[config.mk]
export PLATFORM = sky130hd
export DESIGN_NAME = spi_master_param
export DESIGN_NICKNAME = d
export VERILOG_FILES = /design/src/rtl/spi_master_param.sv
export SDC_FILE = /design/constraint.sdc
export NUM_CORES = 1
export LEC_CHECK = 0
export BUFFER_PORTS_ARGS = -buffer_cell sky130_fd_sc_hd__buf_2
export CELL_PAD_IN_SITES_DETAIL_PLACEMENT = 1
export CELL_PAD_IN_SITES_GLOBAL_PLACEMENT = 1
export CORE_ASPECT_RATIO = 0.8
export CORE_MARGIN = 2
export CORE_UTILIZATION = 44
export DETAILED_ROUTE_END_ITERATION = 8
export HOLD_SLACK_MARGIN = 0.06
export PLACE_DENSITY = 0.79
export SLEW_MARGIN = 20
export SYNTH_ARGS = -nofsm -noshare
export SYNTH_HDL_FRONTEND = slang
export SYNTH_SLANG_ARGS = --single-unit
[constraint.sdc]
create_clock -name clk_i -period 3.05 [get_ports clk_i]
set_input_delay 0.4575 -clock clk_i [delete_from_list [all_inputs] [get_ports clk_i]]
set_output_delay 0.4575 -clock clk_i [all_outputs]
set_load 0.01 [all_outputs]
[src/rtl/spi_master_param.sv]
// Parametrised full-duplex SPI master: configurable word width, SCLK divider,
// all four CPOL/CPHA modes, MSB/LSB-first order and multiple chip selects.
module spi_master_param #(
  parameter int unsigned DATA_W    = 8,
  parameter int unsigned CLK_DIV   = 2,
  parameter int unsigned CS_NUM    = 1,
  parameter int unsigned CS_W      = 1,
  parameter int unsigned LSB_FIRST = 0
) (
  input  logic              clk_i,
  input  logic              rst_i,
  input  logic              start_i,
  input  logic [1:0]        mode_bi,
  input  logic [CS_W-1:0]   cs_sel_bi,
  input  logic [DATA_W-1:0] data_in_bi,
  output logic              busy_o,
  output logic              done_o,
  output logic [DATA_W-1:0] data_out_bo,
  input  logic              spi_miso_i,
  output logic              spi_mosi_o,
  output logic              spi_sclk_o,
  output logic [CS_NUM-1:0] spi_cs_bo
);

  localparam int unsigned DIV_W    = (CLK_DIV > 1) ? $clog2(CLK_DIV) : 1;
  localparam int unsigned EDGE_NUM = 2 * DATA_W;
  localparam int unsigned EDGE_W   = $clog2(EDGE_NUM + 1);

  typedef enum logic [2:0] {
    ST_IDLE  = 3'd0,
    ST_SETUP = 3'd1,
    ST_XFER  = 3'd2,
    ST_HOLD  = 3'd3,
    ST_GAP   = 3'd4
  } state_t;

  state_t              state_q, state_d;
  logic [DIV_W-1:0]    div_cnt_q, div_cnt_d;
  logic [EDGE_W-1:0]   edge_cnt_q, edge_cnt_d;
  logic [DATA_W-1:0]   tx_sr_q, tx_sr_d;
  logic [DATA_W-1:0]   rx_sr_q, rx_sr_d;
  logic [DATA_W-1:0]   data_out_q, data_out_d;
  logic                cpha_q, cpha_d;
  logic                busy_q, busy_d;
  logic                done_q, done_d;
  logic                mosi_q, mosi_d;
  logic                sclk_q, sclk_d;
  logic [CS_NUM-1:0]   cs_q, cs_d;

  logic div_last;
  logic leading;
  logic last_edge;
  logic cs_ok;

  // Bit that leaves the word first in the configured order.
  function automatic logic head_bit(input logic [DATA_W-1:0] w);
    return (LSB_FIRST != 0) ? w[0] : w[DATA_W-1];
  endfunction

  function automatic logic [DATA_W-1:0] shift_out(input logic [DATA_W-1:0] w);
    return (LSB_FIRST != 0) ? (w >> 1) : (w << 1);
  endfunction

  // Received bits enter at the opposite end so the final word is never reversed.
  function automatic logic [DATA_W-1:0] shift_in(input logic [DATA_W-1:0] w, input logic b);
    return (LSB_FIRST != 0) ? {b, w[DATA_W-1:1]} : {w[DATA_W-2:0], b};
  endfunction

  function automatic logic [CS_NUM-1:0] cs_decode(input logic [CS_W-1:0] sel);
    logic [CS_NUM-1:0] m;
    m = '1;
    for (int unsigned i = 0; i < CS_NUM; i++) begin
      if (32'(sel) == i) m[i] = 1'b0;
    end
    return m;
  endfunction

  assign div_last  = (div_cnt_q == DIV_W'(CLK_DIV - 1));
  assign leading   = ~edge_cnt_q[0];
  assign last_edge = (edge_cnt_q == EDGE_W'(EDGE_NUM - 1));
  assign cs_ok     = (32'(cs_sel_bi) < CS_NUM);

  // State register with synchronous reset.
  always_ff @(posedge clk_i) begin
    if (rst_i) begin
      state_q    <= ST_IDLE;
      div_cnt_q  <= '0;
      edge_cnt_q <= '0;
      tx_sr_q    <= '0;
      rx_sr_q    <= '0;
      data_out_q <= '0;
      cpha_q     <= 1'b0;
      busy_q     <= 1'b0;
      done_q     <= 1'b0;
      mosi_q     <= 1'b0;
      sclk_q     <= 1'b0;
      cs_q       <= '1;
    end else begin
      state_q    <= state_d;
      div_cnt_q  <= div_cnt_d;
      edge_cnt_q <= edge_cnt_d;
      tx_sr_q    <= tx_sr_d;
      rx_sr_q    <= rx_sr_d;
      data_out_q <= data_out_d;
      cpha_q     <= cpha_d;
      busy_q     <= busy_d;
      done_q     <= done_d;
      mosi_q     <= mosi_d;
      sclk_q     <= sclk_d;
      cs_q       <= cs_d;
    end
  end

  // Next-state and registered-output logic.
  always_comb begin
    state_d    = state_q;
    div_cnt_d  = div_cnt_q;
    edge_cnt_d = edge_cnt_q;
    tx_sr_d    = tx_sr_q;
    rx_sr_d    = rx_sr_q;
    data_out_d = data_out_q;
    cpha_d     = cpha_q;
    busy_d     = busy_q;
    done_d     = 1'b0;
    mosi_d     = mosi_q;
    sclk_d     = sclk_q;
    cs_d       = cs_q;

    case (state_q)
      ST_IDLE: begin
        sclk_d = mode_bi[1];
        if (start_i && cs_ok) begin
          state_d    = ST_SETUP;
          busy_d     = 1'b1;
          cpha_d     = mode_bi[0];
          cs_d       = cs_decode(cs_sel_bi);
          div_cnt_d  = '0;
          edge_cnt_d = '0;
          rx_sr_d    = '0;
          // CPHA=0 must have the first bit on the line before the first edge.
          if (mode_bi[0]) begin
            mosi_d  = 1'b0;
            tx_sr_d = data_in_bi;
          end else begin
            mosi_d  = head_bit(data_in_bi);
            tx_sr_d = shift_out(data_in_bi);
          end
        end
      end

      ST_SETUP: begin
        if (div_last) begin
          div_cnt_d = '0;
          state_d   = ST_XFER;
        end else begin
          div_cnt_d = div_cnt_q + DIV_W'(1);
        end
      end

      ST_XFER: begin
        if (div_last) begin
          div_cnt_d  = '0;
          sclk_d     = ~sclk_q;
          edge_cnt_d = edge_cnt_q + EDGE_W'(1);
          // Sample on leading edges for CPHA=0, trailing edges for CPHA=1; drive on the other.
          if (leading ^ cpha_q) begin
            rx_sr_d = shift_in(rx_sr_q, spi_miso_i);
          end else if (!last_edge) begin
            mosi_d  = head_bit(tx_sr_q);
            tx_sr_d = shift_out(tx_sr_q);
          end
          if (last_edge) state_d = ST_HOLD;
        end else begin
          div_cnt_d = div_cnt_q + DIV_W'(1);
        end
      end

      ST_HOLD: begin
        if (div_last) begin
          div_cnt_d = '0;
          state_d   = ST_GAP;
          cs_d      = '1;
          mosi_d    = 1'b0;
        end else begin
          div_cnt_d = div_cnt_q + DIV_W'(1);
        end
      end

      ST_GAP: begin
        if (div_last) begin
          div_cnt_d  = '0;
          state_d    = ST_IDLE;
          done_d     = 1'b1;
          data_out_d = rx_sr_q;
          busy_d     = 1'b0;
        end else begin
          div_cnt_d = div_cnt_q + DIV_W'(1);
        end
      end

      default: begin
        state_d = ST_IDLE;
      end
    endcase
  end

  assign busy_o      = busy_q;
  assign done_o      = done_q;
  assign data_out_bo = data_out_q;
  assign spi_mosi_o  = mosi_q;
  assign spi_sclk_o  = sclk_q;
  assign spi_cs_bo   = cs_q;

endmodule

-- Word level (Yosys, flattened, before mapping)
Index checks and enable logic that the tools add are counted.
- equality and inequality tests: 14
- add/sub/neg operators: 2
- bitwise logic cells: 4
- reductions and logical operators: 20
- $lt $le $gt $ge: 1
- muxes and demuxes: 39
- operators with widths (operator ; count):
    $mux W8 ; 8
    $pmux W8 S2 ; 2
    $mux W3 ; 6
    $ne A2 B2 Y1 const B ; 9
    $pmux W3 S5 ; 1
    $mux W1 ; 14
    $reduce_and A6 Y1 ; 2
    $mux W5 ; 2
    $pmux W5 S2 ; 1
    $reduce_and A3 Y1 ; 3
    $pmux W1 S2 ; 4
    $reduce_and A2 Y1 ; 4
    $reduce_bool A2 Y1 ; 4
    $eq A3 B2 Y1 const B ; 2
    $add A5 B1 Y5 const B ; 1
    $eq A5 B4 Y1 const B ; 1
    $reduce_and A5 Y1 ; 1
    $reduce_and A4 Y1 ; 1
    $reduce_or A4 Y1 ; 1
    $eq A3 B1 Y1 const B ; 1
    $eq A3 B3 Y1 const B ; 1
    $logic_not A3 Y1 ; 1
    $not A1 Y1 ; 3
    $pmux W1 S3 ; 1
    other kinds (6) ; 6
- logic and storage cells: 92
- output and inout bits: 13
- input bits: 15
- flip-flop bits (word level): 39

-- Logic depth before layout (Yosys ltp)
Gate-level depths: netlist of the first run.
- depth in word-level cells: 5
- mapped depth: 8
- mapped depth without buffers: 7

-- Worst setup path before layout of the first run
Ideal clock, no wire load.
- path kind: flip-flop to flip-flop
- from: register edge_cnt_q[0]
- to: register tx_sr_q[7]
- library setup time: 0.071 ns
- period minus slack after synthesis: 1.856 ns
- arrival time: 1.786 ns
- path slack: 1.194 ns
- buffers on the path: 1
- required time: 2.979 ns
- stages on the path, launching flop included: 9
- path through: dfxtp_1 > ha_1 > and3_1 > ha_1 > inv_1 > a21oi_2 > buf_6 > or4_1 > a21oi_1
- cells in the longest elaborated chain, start to end: 4
- elaborated cells between the ends (all ways): 6
- those cells by class: 3 x eq/ne; 2 x bitwise; 1 x reduce/logical
- ends and longest elaborated chain (element ; line ; source):
    start: declaration ; 39 ; logic [EDGE_W-1:0] edge_cnt_q, edge_cnt_d;
    start signal: assignment ; 101 ; edge_cnt_q <= edge_cnt_d;
    parallel branches: the longest is 3 deep, another holds $eq A5 B4 Y1 ; - ;
    $reduce_and A5 Y1 (no line) * ; - ;
    end signal: assignment ; 102 ; tx_sr_q <= tx_sr_d;
    end: declaration ; 40 ; logic [DATA_W-1:0] tx_sr_q, tx_sr_d;
Mark *: on every way between the ends.
A chain may end at the register's enable or synchronous reset.

-- Worst setup path after layout of the first run
- from: register state_q[1]
- to: register tx_sr_q[4]
- cells in the longest elaborated chain, start to end: 3
- elaborated cells between the ends (all ways): 9
- those cells by class: 5 x eq/ne; 1 x mux; 3 x reduce/logical
- ends and longest elaborated chain (element ; line ; source):
    start: declaration ; 37 ; state_t state_q, state_d;
    start signal: assignment ; 99 ; state_q <= state_d;
    $eq A3 B2 Y1 or $logic_not A3 Y1 (tied branches) ; 129 ; case (state_q)
    $ne A2 B2 Y1 (no line) or $reduce_bool A2 Y1 (tied branches) ; - ;
    $reduce_and A5 Y1 (no line) ; - ;
Parallel ways exist; a longest one is shown, timed or not.

==> impl_metrics.py, run 1 <==
metrics = {
    "layout": {
        "nFillCells": 503,
        "multiInputGateArea_um2": 942,
        "antennaDiodeCount": 0,
        "finish.utilization": 0.536,
        "final_cell_mix": "dfxtp_1, nand2_1, a21oi_1",
        "seq_area_um2": 781,
        "nNetsFinal": 262,
        "mostFrequentLayoutCell": "dfxtp_1",
        "area_growth_pct": 14.4,
        "layout-drive-gt1-share": 0.191,
    },
    "power": {
        "ir_worst_vdd_uv": 292,
        "p_leak_nw": 0.791,
        "powerDensity_nw_per_um2": 510,
    },
    "yosys": {
        "synth_cell_types": 42,
        "synth-seq-cells": 39,
        "ys_warn_count": 0,
        "avgSynthCellArea_um2": 8.12,
        "seq_area_frac_synth": 0.429,
        "syn-cell-area_um2": 1820,
        "syn-num-nets": 241,
        "netlist_instances": 224,
    },
    "timing": {
        "clock_skew_ns": 0.00567,
        "timing.fmax_mhz": 467,
        "slew_violations": 0,
        "finalSetupViolCount": 0,
        "period_share": 0.702,
        "relSlewSlack": 0.529,
        "final.setup.tns_ns": 0,
        "final.min_clock_period_ns": 2.14,
        "rsz0062_at_grt": "false",
        "worst_pin_slew_ns": 0.707,
        "setup_ws_ns": 0.908,
        "finalHoldViolCount": 0,
    },
    "placed_design": {
        "place.gp.congestion": 0.812,
        "portBuffers": 27,
        "place_ws_ns": 0.933,
        "dp_hpwl_mm": 3.11,
    },
    "grt": {
        "grt_usage": 0.213,
        "grt_pass1_vias": 1638,
        "gr-total-overflow": 0,
        "grt_start_max_net_pins": 40,
        "grt_pass1_wl_mm": 7.52,
        "antenna_found_initial": 0,
    },
    "cts": {
        "numCtsBuffers": 5,
        "clockBufferDepth": 2,
        "cts_sinks": 39,
        "clk_pin_slew_ns": 0.08,
        "clk_latency_ns": 0.29,
        "cts_tree": "done",
        "ctsResizeCount": 0,
        "htreeDepth": 2,
        "cts-root-buf": "clkbuf_8",
        "post-cts-setup-buffer-count": 0,
        "ctsHoldBuffers": 0,
    },
    "drt": {
        "avgViaCountPerCell": 5.44,
        "wl_per_cell_um": 14.8,
        "wirelength_mm": 4.45,
        "drt_pass1_iterations": 4,
        "drt_first_iter_violations": 60,
        "ant_nets": 0,
        "drc": 0,
        "via_count": 1638,
    },
    "critical_path": {
        "cp-end-kind": "flop",
        "critPathRequiredTime_ns": 3.27,
        "cp_max_fo": 16,
        "rr_worst_depth": 4,
        "path_class": "reg -> reg",
        "worstPathArrival_ns": 2.36,
        "critPathLaunchType": "flop",
    },
    "floorplanning": {
        "dieArea_um2": 4670,
        "die_y_um": 61.5,
        "io_pins": 28,
        "row_count": 20,
        "core_um2": 3880,
        "start_util": 0.469,
        "die_w_um": 75.9,
    },
    "worst_hold_path": {
        "hold_class": "in -> reg",
        "hold_depth": 3,
    },
    "flow_run": {
        "maxCapViolations": 0,
    },
    "outcome": {
        "status": "completed",
    },
}
==> path summary, 6_finish.rpt <==
| kind | end | slack (ns) | start |
|---|---|---|---|
| min reg2reg | data_out_bo[2]$_SDFFE_PP0P_ | 0.45 | data_out_bo[2]$_SDFFE_PP0P_ |
| max reg2reg | tx_sr_q[4]$_SDFFE_PP0P_ | 0.91 | state_q[1]$_SDFFE_PP0P_ |
| max | tx_sr_q[4]$_SDFFE_PP0P_ | 0.91 | state_q[1]$_SDFFE_PP0P_ |
| min | rx_sr_q[0]$_SDFFE_PP0P_ | 0.43 | spi_miso_i |
==> state kept, by name, indices dropped and copies added, names as in the netlist <==
register     flops
cpha_q           1
div_cnt_q        1
edge_cnt_q       5
spi_sclk_o       1
state_q          3
data_out_bo      8
spi_cs_bo        1
tx_sr_q          8
rx_sr_q          8
busy_o           1
spi_mosi_o       1
done_o           1
==> cell families after synthesis <==
kind of cell / share of synthesized area
simple gates: 0.261
fa+ha+maj: 0.0138
buf+inv: 0.0530
flops: 0.429
xor+xnor: 0.0234
compound gates: 0.220
==> metal layers <==
metal,vias up,share of wire,global-route usage
li1,833,-,-
met1,773,0.48,0.277
met2,24,0.48,0.346
met4,0,0.016,0.0802
met3,8,0.029,0.0507
met5,-,0,0
==> power breakdown <==
part | leakage, nW | switching, mW | internal (mW)
clock | 0.0581 | 0.182 | 0.243
sequential | 0.316 | 0.0142 | 0.522
combinational | 0.417 | 0.0606 | 0.0405
==> through the flow <==
| stage | instance area, um^2 | power (mW) | hold slack [ns] | instances |
|---|---|---|---|---|
| after floorplan | 1820 | 0.615 | 0.432 | 224 |
| after global placement | 1970 | 0.642 | 0.440 | 293 |
| after detailed placement | 1970 | 0.649 | 0.446 | 293 |
| after CTS | 2080 | 1.08 | 0.426 | 301 |
| after global routing | 2080 | 1.11 | 0.435 | 301 |
| final | 2080 | 1.06 | 0.432 | 301 |
==> critical path, stage by stage (launching register included) <==
cell	delay, ns
dfxtp_1	0.68
or3b_1	0.57
a21oi_2	0.48
o21ai_0	0.17
a21oi_1	0.17
==> Yosys cell counts, drive strengths merged <==
cell	n	area [um^2]
and3	2	12.5
or4	7	52.6
a32oi	1	8.76
a21o	2	15.0
o21ai	11	55.1
o22ai	1	6.26
or3b	2	17.5
or2	1	6.26
a221o	1	11.3
a211o	1	10.0
nand4	1	6.26
nand2b	1	6.26
nor3	4	20.0
or4b	1	10.0
a31oi	1	6.26
nor3b	3	32.5
inv	7	26.3
or3	3	20.0
a221oi	1	26.3
clkbuf	9	33.8
buf	6	36.3
ha	2	25.0
and2	1	6.26
nor2	16	60.1
nand3	12	60.1
a311oi	1	8.76
a211oi	9	67.6
a22oi	1	7.51
nor2b	7	43.8
nand2	32	120
a2111oi	1	8.76
dfxtp	39	781
a21oi	33	169
xnor2	1	8.76
xor2	3	33.8
==> final cells by class <==
type,instances,area share
inverter,7,0.0126
tap,55,0.0331
multi-input combinational,163,0.453
clock buffer,5,0.0331
timing repair buffer,29,0.0722
sequential,39,0.375
clock inverter,3,0.0210
(Power assumes the default switching activity.)
==> run 2: changes to the inputs <==
Settings changed: CORE_UTILIZATION 44 to 37, PLACE_DENSITY 0.79 to 0.7.
Clock period 3.05 ns to 1.9 ns, I/O delays scaled along.
==> run 2 against run 1 <==
Compared with the run above: critical path depth is 3 higher; via count is 1.3% higher; setup slack worse by 0.81 ns; count of clock-buffer cells in the layout is 1 higher; global-route usage is 3.0 points lower; register-to-register slack worse by 0.81 ns; sequential share of layout area is 2.0 points lower; sequential cell count stayed put; fmax is 19% higher; first-iteration DRC count is 23% higher; power is 46% higher; critical path type unchanged; largest power group unchanged; highest routed layer unchanged.
==> impl_metrics.py, run 2 (synthesis results as in run 1) <==
metrics = {
    "layout": {
        "area_growth_pct": 20.7,
        "finish.utilization": 0.472,
        "nNetsFinal": 278,
        "antennaDiodeCount": 0,
        "layout-drive-gt1-share": 0.258,
        "mostFrequentLayoutCell": "dfxtp_1",
        "final_cell_mix": "dfxtp_1, nand2_1, a21oi_1",
    },
    "drt": {
        "drt_first_iter_violations": 74,
        "wl_per_cell_um": 14.1,
        "drt_pass1_iterations": 4,
        "avgViaCountPerCell": 5.18,
        "wirelength_mm": 4.51,
        "via_count": 1659,
        "drc": 0,
        "ant_nets": 0,
    },
    "grt": {
        "grt_pass1_wl_mm": 7.78,
        "grt_pass1_vias": 1621,
        "grt_usage": 0.184,
        "antenna_found_initial": 0,
        "grt_start_max_net_pins": 18,
        "gr-total-overflow": 0,
    },
    "critical_path": {
        "rr_worst_depth": 7,
        "path_class": "reg -> reg",
        "r2r_end": "tx_sr_q[5]$_SDFFE_PP0P_",
        "rrSetupSlack_ns": 0.09,
        "worstPathArrival_ns": 2.03,
        "r2r-start": "edge_cnt_q[0]$_SDFFE_PP0P_",
        "cp_max_fo": 8,
        "critPathRequiredTime_ns": 2.12,
        "critPathLaunchType": "flop",
        "cp-end-kind": "flop",
    },
    "timing": {
        "rsz0062_at_grt": "false",
        "final.min_clock_period_ns": 1.81,
        "timing.hold.ws_ns": 0.269,
        "clock_skew_ns": 0.00820,
        "relSlewSlack": 0.680,
        "finalSetupViolCount": 0,
        "period_share": 0.951,
        "worst_pin_slew_ns": 0.480,
        "finalHoldViolCount": 0,
        "slew_violations": 0,
        "timing.fmax_mhz": 554,
    },
    "placed_design": {
        "portBuffers": 27,
        "place.gp.congestion": 0.746,
        "dp_hpwl_mm": 3.32,
    },
    "cts": {
        "clk_pin_slew_ns": 0.07,
        "clk_latency_ns": 0.28,
        "cts_tree": "done",
        "cts-root-buf": "clkbuf_8",
        "clockBufferDepth": 2,
        "ctsHoldBuffers": 0,
        "numCtsBuffers": 5,
        "htreeDepth": 2,
        "cts_sinks": 39,
    },
    "floorplanning": {
        "die_y_um": 66.7,
        "io_pins": 28,
        "dieArea_um2": 5500,
        "die_w_um": 82.4,
        "core_um2": 4650,
        "row_count": 22,
        "start_util": 0.391,
    },
    "worst_hold_path": {
        "hold_depth": 3,
        "hold_path_end": "rx_sr_q[0]$_SDFFE_PP0P_",
        "worstHoldStart": "spi_miso_i",
        "hold_class": "in -> reg",
    },
    "flow_run": {
        "maxCapViolations": 0,
    },
    "power": {
        "powerDensity_nw_per_um2": 707,
        "p_leak_nw": 0.853,
        "ir_worst_vdd_uv": 382,
    },
    "outcome": {
        "status": "completed",
    },
}
[run 2: cell types whose count changed in the layout (fill, tap and decap cells not counted), moves of 2 or more]
cell / delta
a21oi_2: +2
or4_1: -2
buf_4: +15
or4_4: +2
a21oi_1: -2
[run 2: power breakdown]
part	switching (mW)	total (mW)	internal, mW
clock	0.263	0.508	0.245
combinational	0.109	0.192	0.0826
sequential	0.0152	0.853	0.838
total	0.387	1.55	1.17
[run 2: worst max-delay path by stage]
stage | from | end | slack [ns] | cells past startpoint
CTS | edge_cnt_q[0]$_SDFFE_PP0P_ | tx_sr_q[5]$_SDFFE_PP0P_ | 0.02 | 7
detailed placement | edge_cnt_q[0]$_SDFFE_PP0P_ | tx_sr_q[6]$_SDFFE_PP0P_ | -0.008 | 8
global route | edge_cnt_q[0]$_SDFFE_PP0P_ | tx_sr_q[1]$_SDFFE_PP0P_ | 0.005 | 7
finish | edge_cnt_q[0]$_SDFFE_PP0P_ | tx_sr_q[5]$_SDFFE_PP0P_ | 0.09 | 7
floorplan | edge_cnt_q[0]$_SDFFE_PP0P_ | tx_sr_q[7]$_SDFFE_PP0P_ | 0.04 | 8
global placement | edge_cnt_q[0]$_SDFFE_PP0P_ | tx_sr_q[1]$_SDFFE_PP0P_ | 0.06 | 8
[run 2: layer usage]
layer  part of all wire  wire [um]  vias up  track usage
li1                   -          -      860            -
met4             0.0064         29        0       0.0313
met5                  0          0        -            0
met1               0.54       2420      776        0.259
met3              0.030        134        5       0.0434
met2               0.43       1930       18        0.286
[run 2: final cells by class]
type                       count  area [um^2]
clock buffer                   6         72.6
tap                           60         75.1
fill                         591         2460
multi-input combinational    164          978
inverter                       7         26.3
timing repair buffer          44          263
sequential                    39          781
[run 2: per-stage QoR]
| step | setup slack [ns] | area (um^2) | std cells | power (mW) | TNS (ns) |
|---|---|---|---|---|---|
| after global placement | 0.0568 | 2090 | 313 | 1.05 | 0 |
| after CTS | 0.0226 | 2150 | 318 | 1.57 | 0 |
| after global routing | 0.00499 | 2200 | 320 | 1.64 | 0 |
| final | 0.0934 | 2200 | 320 | 1.55 | 0 |
| after detailed placement | -0.00803 | 2090 | 313 | 1.06 | -0.0188 |
| after floorplan | 0.0436 | 1820 | 224 | 0.987 | 0 |
[run 2: what timing repair did]
action | 4_1_cts | 5_1_grt
resized for setup | 0 | 8
gates cloned | 0 | 1
pin swaps | 0 | 4
setup buffers | 0 | 1
endpoints found under the setup margin | 7 | 8
[run 2: critical path, cell delays in order, from the launching register on]
cell and delay (ns):
dfxtp_1 0.32, ha_1 0.21, and3_1 0.19, ha_2 0.18
inv_2 0.09, a21oi_4 0.09, or4_4 0.54, a21oi_2 0.13
==> run 3: changes to the inputs <==
Settings changed: ABC_AREA set to 1, CORE_UTILIZATION 37 to 36.
==> run 3 against run 2 <==
Compared with the run above: final area rose by 3.1%; non-clock buffer count decreased by 11; clock power up 9.3%; sequential share of layout area fell by 1.1 points; critical endpoint is now spi_mosi_o$_SDFFE_PP0P_; largest cell class unchanged.
==> impl_metrics.py, run 3 <==
metrics = {
    "timing": {
        "finalSetupViolCount": 0,
        "slew_violations": 0,
        "clock_skew_ns": 0.00721,
        "finalHoldViolCount": 0,
        "worst_pin_slew_ns": 0.337,
        "period_share": 0.859,
        "final.setup.tns_ns": 0,
        "rsz0062_at_grt": "false",
        "final.min_clock_period_ns": 1.63,
        "relSlewSlack": 0.775,
        "timing.fmax_mhz": 612,
    },
    "critical_path": {
        "crit_top_cell": "nand2_1",
        "worstPathArrival_ns": 1.82,
        "critPathLaunchType": "flop",
        "rr_worst_depth": 12,
        "path_depth": 12,
        "path_cells": "ha_1 -> nand2_1 -> nor2_1 -> ha_1 -> inv_1 -> nand3_1 -> nand2_8 -> nand2_2 -> nor2_2 -> nand2_1 -> nand2_1 -> nor2_1",
        "worst_path_max_delay_cell": "dfxtp_1",
        "rrSetupSlack_ns": 0.27,
        "max_stage_delay_ns": 0.34,
        "path_class": "reg -> reg",
        "cp-end-kind": "flop",
        "critPathBufInv": 1,
        "cp_top_family": "simple AND/OR/NAND/NOR gates",
        "critPathRequiredTime_ns": 2.09,
        "cp_max_fo": 9,
    },
    "flow_run": {
        "maxCapViolations": 0,
    },
    "yosys": {
        "syn-cell-area_um2": 2000,
        "synth-main-ff-cell": "dfxtp_1",
        "avgSynthCellArea_um2": 6.95,
        "async_flop_share": 0,
        "synth_cell_types": 25,
        "seq_area_frac_synth": 0.390,
        "synth_most_common_cell": "nand2_1",
        "synth_top_cell_by_area": "dfxtp_1",
        "synth_edf_count": 0,
        "yosys-top-cells-count": "nand2_1, dfxtp_1, a21oi_1, nand3_1, nor2_1",
        "synth-seq-cells": 39,
        "yosysTopAreaCellShare": 0.390,
        "syn-num-nets": 305,
        "ys_warn_count": 0,
        "synthTopCellsByArea": "dfxtp_1, nand2_1, a21oi_1",
        "netlist_instances": 288,
    },
    "floorplanning": {
        "core_um2": 5410,
        "dieArea_um2": 6180,
        "row_count": 24,
        "die_y_um": 70.7,
        "start_util": 0.370,
        "die_w_um": 87.4,
        "io_pins": 28,
    },
    "cts": {
        "ctsHoldBuffers": 0,
        "htreeDepth": 2,
        "cts_sinks": 39,
        "cts-root-buf": "clkbuf_8",
        "post-cts-setup-buffer-count": 0,
        "clk_pin_slew_ns": 0.08,
        "ctsResizeCount": 0,
        "cts_tree": "done",
        "clockBufferDepth": 2,
        "numCtsBuffers": 5,
        "clk_latency_ns": 0.29,
    },
    "outcome": {
        "status": "completed",
    },
    "power": {
        "p_comb_frac": 0.372,
        "ir_worst_vdd_uv": 432,
        "power_mw": 2.51,
        "powerDensity_nw_per_um2": 1110,
        "p_int_mw": 1.49,
        "swShare": 0.406,
        "sequentialPowerShare": 0.407,
        "p_leak_nw": 0.979,
        "clock_power_share": 0.221,
        "switchingPower_mw": 1.02,
    },
    "drt": {
        "drt_pass1_iterations": 4,
        "ant_nets": 0,
        "avgViaCountPerCell": 5.00,
        "via_count": 1910,
        "drt_first_iter_violations": 62,
        "wl_per_cell_um": 12.8,
        "drc": 0,
        "wirelength_mm": 4.90,
    },
    "layout": {
        "final_cell_mix": "nand2_1, dfxtp_1, a21oi_1",
        "mostFrequentLayoutCell": "nand2_1",
        "area_growth_pct": 13.1,
        "layout-drive-gt1-share": 0.186,
        "nFillCells": 721,
        "fin_area_um2": 2260,
        "nNetsFinal": 333,
        "antennaDiodeCount": 0,
    },
    "grt": {
        "grt_start_max_net_pins": 29,
        "grt_pass1_vias": 1929,
        "grt_pass1_wl_mm": 8.80,
        "antenna_found_initial": 0,
        "gr-total-overflow": 0,
        "grt_usage": 0.176,
    },
    "placed_design": {
        "postPlaceCellArea_um2": 2180,
        "place.gp.congestion": 0.806,
        "dp_hpwl_mm": 3.59,
        "portBuffers": 27,
    },
    "worst_hold_path": {
        "hold_depth": 4,
        "hold_class": "in -> reg",
    },
}
## run 3: kinds of logic after synthesis
kind of cell             Yosys count  synth area share
flip-flops                        39             0.390
adder cells (fa/ha/maj)            2            0.0125
AO/OA/AOI/OAI                     47             0.119
buffers and inverters             33            0.0831
AND/OR/NAND/NOR                  167             0.395
## run 3: per-layer routing
| layer | GRT usage | share of wire |
|---|---|---|
| met1 | 0.246 | 0.52 |
| met2 | 0.281 | 0.44 |
| met3 | 0.0350 | 0.027 |
| met4 | 0.0410 | 0.0065 |
| met5 | 0 | 0 |
## run 3: path summary, 6_finish.rpt
| path | from | endpoint |
|---|---|---|
| min | rst_i | edge_cnt_q[3]$_SDFFE_PP0P_ |
| min reg2reg | data_out_bo[3]$_SDFFE_PP0P_ | data_out_bo[3]$_SDFFE_PP0P_ |
| max reg2reg | edge_cnt_q[0]$_SDFFE_PP0P_ | spi_mosi_o$_SDFFE_PP0P_ |
| max | edge_cnt_q[0]$_SDFFE_PP0P_ | spi_mosi_o$_SDFFE_PP0P_ |
## run 3: power by group through the flow
stage                     Sequential [mW]  Combinational (mW)  Clock (mW)
final                                1.02               0.933       0.555
after global routing                 1.04                1.06       0.605
after CTS                            1.02               0.950       0.577
after detailed placement             1.04               0.947           0
after global placement               1.04               0.931           0
after floorplan                      1.02               0.748           0
## run 3: stage by stage
stage | worst slack, ns | instances | hold WS (ns) | utilization
after floorplan | 0.393 | 288 | 0.439 | -
after global placement | 0.317 | 374 | 0.448 | 0.403
after detailed placement | 0.255 | 374 | 0.453 | 0.403
after CTS | 0.243 | 382 | 0.301 | 0.419
after global routing | 0.116 | 382 | 0.326 | 0.419
final | 0.267 | 382 | 0.311 | 0.419
## run 3: area by class of cell
cell class	instances	area, um^2	area share
multi-input cells	216	1050	0.466
flip-flops and latches	39	781	0.345
repair buffers	33	180	0.0796
inverters	21	81.3	0.0359
well taps	65	81.3	0.0359
clock buffers	6	72.6	0.0321
clock inverters	2	12.5	0.00553
## run 3: worst reg2reg max path, cell delays in order, from the launching register on
cell	delay [ns]
dfxtp_1	0.34
ha_1	0.21
nand2_1	0.08
nor2_1	0.05
ha_1	0.16
inv_1	0.07
nand3_1	0.17
nand2_8	0.15
nand2_2	0.06
nor2_2	0.10
nand2_1	0.06
nand2_1	0.06
nor2_1	0.04
